**src/rtl/snake_head_mover.sv**
```systemverilog
// snake_head_mover: advances the snake head one cell per game tick, rejecting reversals and detecting wall hits
module snake_head_mover #(
  parameter int TICK_CYCLES = 12_500_000
) (
  input  logic       clk,
  input  logic       reset,
  input  logic [1:0] dir,
  input  logic       start,
  output logic [3:0] head_x,
  output logic [3:0] head_y,
  output logic [1:0] heading,
  output logic       step,
  output logic       alive,
  output logic       dead
);
  localparam int CW = $clog2(TICK_CYCLES);
  typedef enum logic [1:0] {IDLE, RUN, DEAD} state_t;
  state_t state_q, state_d;
  logic [CW-1:0] cnt_q, cnt_d;
  logic [3:0] x_q, x_d, y_q, y_d;
  logic [1:0] h_q, h_d, nh;
  logic step_q, step_d, alive_q, dead_q, tick, wall;
  assign tick = (state_q == RUN) && (cnt_q == CW'(TICK_CYCLES - 1));
  always_comb begin
    state_d = state_q;
    cnt_d = cnt_q;
    x_d = x_q;
    y_d = y_q;
    h_d = h_q;
    step_d = 1'b0;
    nh = h_q;
    wall = 1'b0;
    if (state_q != RUN && start) begin
      state_d = RUN;
      cnt_d = '0;
      x_d = 4'd8;
      y_d = 4'd8;
      h_d = 2'b01;
    end else if (state_q == RUN) begin
      cnt_d = tick ? '0 : cnt_q + 1'b1;
      if (tick) begin
        nh = (dir == (h_q ^ 2'b10)) ? h_q : dir;
        wall = nh == 2'b00 ? y_q == 4'd0 : nh == 2'b01 ? x_q == 4'd15 : nh == 2'b10 ? y_q == 4'd15 : x_q == 4'd0;
        h_d = nh;
        state_d = wall ? DEAD : RUN;
        step_d = !wall;
        x_d = wall ? x_q : nh == 2'b01 ? x_q + 4'd1 : nh == 2'b11 ? x_q - 4'd1 : x_q;
        y_d = wall ? y_q : nh == 2'b10 ? y_q + 4'd1 : nh == 2'b00 ? y_q - 4'd1 : y_q;
      end
    end
  end
  always_ff @(posedge clk) begin
    if (reset) begin
      state_q <= IDLE;
      cnt_q <= '0;
      x_q <= 4'd8;
      y_q <= 4'd8;
      h_q <= 2'b01;
      step_q <= 1'b0;
      alive_q <= 1'b0;
      dead_q <= 1'b0;
    end else begin
      state_q <= state_d;
      cnt_q <= cnt_d;
      x_q <= x_d;
      y_q <= y_d;
      h_q <= h_d;
      step_q <= step_d;
      alive_q <= state_d == RUN;
      dead_q <= state_d == DEAD;
    end
  end
  assign head_x = x_q;
  assign head_y = y_q;
  assign heading = h_q;
  assign step = step_q;
  assign alive = alive_q;
  assign dead = dead_q;
endmodule

```
**config.mk**
```make
export PLATFORM = sky130hd
export DESIGN_NAME = snake_head_mover
export DESIGN_NICKNAME = d
export VERILOG_FILES = /design/src/rtl/snake_head_mover.sv
export SDC_FILE = /design/constraint.sdc
export NUM_CORES = 1
export LEC_CHECK = 0
export BUFFER_PORTS_ARGS = -buffer_cell sky130_fd_sc_hd__buf_2
export CORE_MARGIN = 2
export CORE_UTILIZATION = 58
export DETAILED_ROUTE_END_ITERATION = 10
export PLACE_DENSITY = 0.78
export REMOVE_ABC_BUFFERS = 1
export SLEW_MARGIN = 20
export SYNTH_ARGS = -nofsm -noshare
export SYNTH_HDL_FRONTEND = slang
export SYNTH_SLANG_ARGS = --single-unit
```
**constraint.sdc**
```tcl
create_clock -name clk -period 2.4 [get_ports clk]
set_clock_uncertainty 0.1 [all_clocks]
set_input_delay 0.36 -clock clk [delete_from_list [all_inputs] [get_ports clk]]
set_output_delay 0.36 -clock clk [all_outputs]
set_load 0.005 [all_outputs]
```
==> metrics.txt <==
# TYPE chip_impl_metric gauge
chip_impl_metric{name="final_nets",unit=""} 254
chip_impl_metric{name="routed_via_density",unit=""} 5.44
chip_impl_metric{name="antenna_cells",unit=""} 0
chip_impl_info{name="holdPathEnd",value="state_q[0]$_SDFF_PP0_"} 1
chip_impl_metric{name="place.gp.congestion",unit=""} 0.825
chip_impl_metric{name="cts_hold_buf",unit=""} 0
chip_impl_metric{name="worst-slew-pin-transition",unit="ps"} 504
chip_impl_metric{name="report.final.slew_viol_count",unit=""} 0
chip_impl_info{name="netlist.top_cell.by_area",value="dfxtp_1"} 1
chip_impl_metric{name="worst_setup_hold_path_clk_slew",unit="ps"} 110
chip_impl_metric{name="worst-endpoint-arrival",unit="ps"} 2380
chip_impl_metric{name="final_setup_violating_endpoints",unit=""} 0
chip_impl_info{name="worstHoldPathType",value="primary input to flip-flop"} 1
chip_impl_metric{name="clock_insertion_delay_worst_skew",unit="ps"} 350
chip_impl_metric{name="dr_total_vias",unit=""} 1561
chip_impl_metric{name="filler_cell_count",unit=""} 266
chip_impl_info{name="ys_flop_type",value="dfxtp_1"} 1
chip_impl_metric{name="htree_levels",unit=""} 2
chip_impl_metric{name="tritoncts.num_buffers",unit=""} 5
chip_impl_metric{name="coreArea",unit="mm2"} 0.00310
chip_impl_info{name="status",value="finished clean"} 1
chip_impl_metric{name="postSynth.asyncResetShare",unit="%"} 0
chip_impl_metric{name="synth_edf_count",unit=""} 0
chip_impl_metric{name="area_growth",unit="%"} 13.7
chip_impl_info{name="cts_tree",value="done"} 1
chip_impl_metric{name="antenna_violating_nets_post_route",unit=""} 0
chip_impl_info{name="synth_area_leaders",value="dfxtp_1 41%, xor2_1 9.2%, nor2_1 6.1%"} 1
chip_impl_info{name="most_frequent_standard_cell_in_the_layout_excluding_fill_and_tap_cells",value="dfxtp_1"} 1
chip_impl_metric{name="syn_inst",unit=""} 214
chip_impl_metric{name="design.die.area",unit="mm2"} 0.00377
chip_impl_metric{name="met2RoutedLength",unit="um"} 1750
chip_impl_metric{name="power_density_normalized_to_cell_area",unit="mW/mm2"} 506
chip_impl_metric{name="pre_repair_dr_iteration_count",unit=""} 4
chip_impl_metric{name="hold_depth",unit=""} 2
chip_impl_metric{name="std_cell_rows",unit=""} 20
chip_impl_info{name="class_of_the_most_critical_setup_path",value="flip-flop to flip-flop"} 1
chip_impl_metric{name="antenna_found_initial",unit=""} 0
chip_impl_metric{name="number_of_flip_flops_and_latches_in_the_synthesized_netlist",unit=""} 39
chip_impl_metric{name="dp_hpwl",unit="um"} 2600
chip_impl_metric{name="fmaxAchievable",unit="GHz"} 0.446
chip_impl_metric{name="synth-seq-area-share",unit="%"} 40.8
chip_impl_metric{name="yosys.area.top_type_share",unit="%"} 40.8
chip_impl_metric{name="timing.max_cap.violations",unit=""} 0
chip_impl_metric{name="groute.usage.overall",unit="%"} 22.4
chip_impl_metric{name="final.min_clock_period",unit="ps"} 2240
chip_impl_metric{name="max-clock-path-buffers",unit=""} 2
chip_impl_info{name="cts.root.buffer_cell",value="clkbuf_4"} 1
chip_impl_metric{name="final_sum_of_negative_setup_slack",unit="ps"} 0
chip_impl_metric{name="grt_remaining_overflow",unit=""} 0
chip_impl_metric{name="number_of_sinks_driven_by_the_clock_tree",unit=""} 39
chip_impl_metric{name="p_leak",unit="nW"} 0.850
chip_impl_metric{name="post_synthesis_cell_type_count",unit=""} 35
chip_impl_metric{name="floorplan.die.height",unit="um"} 61.4
chip_impl_info{name="routed.top_layer",value="met4"} 1
chip_impl_metric{name="io_buffer_count",unit=""} 17
chip_impl_metric{name="first_pass_grt_wire_length",unit="um"} 6110
chip_impl_metric{name="grt_pass1_vias",unit=""} 1470
chip_impl_metric{name="yosys_warnings",unit=""} 0
chip_impl_metric{name="wl_met3",unit="um"} 134
chip_impl_metric{name="critical_path_required",unit="ps"} 2540
chip_impl_metric{name="final_min_period_over_clock_period",unit="%"} 93.4
chip_impl_metric{name="route.detailed.wl_per_inst",unit="um"} 12.5
chip_impl_metric{name="reg2reg_depth",unit=""} 9
chip_impl_info{name="final_cell_mix",value="39 x dfxtp_1, 31 x nor2_1, 20 x nand2_1, 20 x xor2_1, 17 x buf_2"} 1
chip_impl_metric{name="finalHoldViolCount",unit=""} 0
chip_impl_metric{name="slew_headroom",unit="%"} 66.4
chip_impl_metric{name="overall_routed_net_length",unit="um"} 3590
chip_impl_metric{name="synth.cell_area",unit="mm2"} 0.00191
chip_impl_info{name="rr_startpoint",value="heading[0]$_SDFFE_PP1P_"} 1
chip_impl_info{name="start_kind",value="flip-flop"} 1
chip_impl_metric{name="residual_drc",unit=""} 0
chip_impl_metric{name="ioPinCount",unit=""} 18
chip_impl_info{name="min-delay-start",value="reset"} 1
chip_impl_info{name="grt_setup_unrepaired",value="no"} 1
chip_impl_metric{name="routed_metal_1_wirelength",unit="um"} 1620
chip_impl_metric{name="grt_start_max_net_pins",unit=""} 23
chip_impl_info{name="endpoint_of_the_lowest_slack_register_to_register_path",value="head_y[3]$_SDFFE_PP1P_"} 1
chip_impl_metric{name="r2r_slack",unit="ps"} 160
chip_impl_info{name="critPathCaptureType",value="flip-flop"} 1
chip_impl_metric{name="vdd_drop_max",unit="uV"} 326
chip_impl_metric{name="largest_fanout_on_the_critical_path",unit=""} 5
chip_impl_metric{name="drive_gt1_share",unit="%"} 17.7
chip_impl_metric{name="post-layout-total-power",unit="mW"} 1.10
chip_impl_metric{name="first_iter_violations",unit=""} 56
chip_impl_metric{name="syn_avg_cell_area",unit="um2"} 8.93
chip_impl_metric{name="floorplan.die.width",unit="um"} 61.4
chip_impl_metric{name="initial_utilization",unit="%"} 61.6
[Yosys cell counts, types with 5 or more instances]
cell type,count
nor2_1,31
nand2_1,20
nand4_1,9
xnor2_1,8
nand3_1,14
ha_1,5
nor3_1,5
xor2_1,20
dfxtp_1,39
a21oi_1,11
[layer usage]
metal,GRT usage [%],vias up
met2,39.5,24
met1,24.9,727
met4,11.9,0
met3,5.25,9
met5,0,-
li1,-,801
[where the power goes]
part	total, mW	leakage (nW)	switching (mW)	internal, mW
Clock	0.387	0.0386	0.214	0.173
Combinational	0.0604	0.497	0.0382	0.0222
Sequential	0.654	0.315	0.00313	0.651
[layout make-up]
class | count | area (um2) | share of cell area [%]
repair buffers | 28 | 168 | 7.71
inverters | 4 | 15.0 | 0.690
multi-input cells | 164 | 1090 | 50.0
clock buffers | 8 | 68.8 | 3.16
well taps | 44 | 55.1 | 2.53
flip-flops and latches | 39 | 781 | 35.9
[metrics by stage]
| step | utilization (%) | hold WS [ps] | setup slack [ps] | instance area, um2 | instances |
|---|---|---|---|---|---|
| 3_5_place_dp | 67.3 | 377 | 138 | 2090 | 278 |
| 3_3_place_gp | 67.3 | 375 | 145 | 2090 | 278 |
| 4_1_cts | 69.6 | 75.9 | 128 | 2160 | 286 |
| 2_1_floorplan | - | 329 | 186 | 1870 | 207 |
| 5_1_grt | 70.1 | 87.8 | 5.07 | 2170 | 287 |
| 6_report | 70.1 | 92.4 | 158 | 2170 | 287 |
[worst max-delay path by stage]
stage | from | to | slack, ps | depth (start not counted)
2_1_floorplan | heading[0]$_SDFFE_PP1P_ | head_y[3]$_SDFFE_PP1P_ | 190 | 9
3_3_place_gp | heading[0]$_SDFFE_PP1P_ | head_y[3]$_SDFFE_PP1P_ | 150 | 9
3_5_place_dp | cnt_q[15]$_SDFFE_PP0P_ | head_x[1]$_SDFFE_PP0P_ | 140 | 6
4_1_cts | cnt_q[15]$_SDFFE_PP0P_ | head_x[1]$_SDFFE_PP0P_ | 130 | 6
5_1_grt | heading[0]$_SDFFE_PP1P_ | head_y[3]$_SDFFE_PP1P_ | 5 | 9
6_report | heading[0]$_SDFFE_PP1P_ | head_y[3]$_SDFFE_PP1P_ | 160 | 9
[registers in the layout, summed over array words and instances (netlist names)]
signal	count
state_q	2
head_y	4
dead	1
step	1
heading	2
head_x	4
cnt_q	24
alive	1
[worst max-delay path: stages (launching register included)]
cell     delay [ps]
dfxtp_1         450
mux2_2          360
nand2_1          90
ha_1            230
a21o_1          170
a21oi_1         170
xnor2_1         130
nor4b_2         230
xnor2_1         150
nand2_1          70
[kinds of logic after synthesis]
logic type                 synth area share, %
AOI/OAI and AO/OA                         8.64
and+or+nand+nor                           26.3
buffers and inverters                     2.75
muxes                                     3.27
DFF                                       40.8
adders and majority gates                 5.37
xor gates and xnor gates                  12.8
[repair_timing]
| action | 4_1_cts | 5_1_grt |
|---|---|---|
| setup buffers | 0 | 1 |
| endpoints found under the setup margin | 0 | 2 |
| gates resized for setup | 0 | 2 |
No activity file was read; power rests on OpenSTA's default activity.
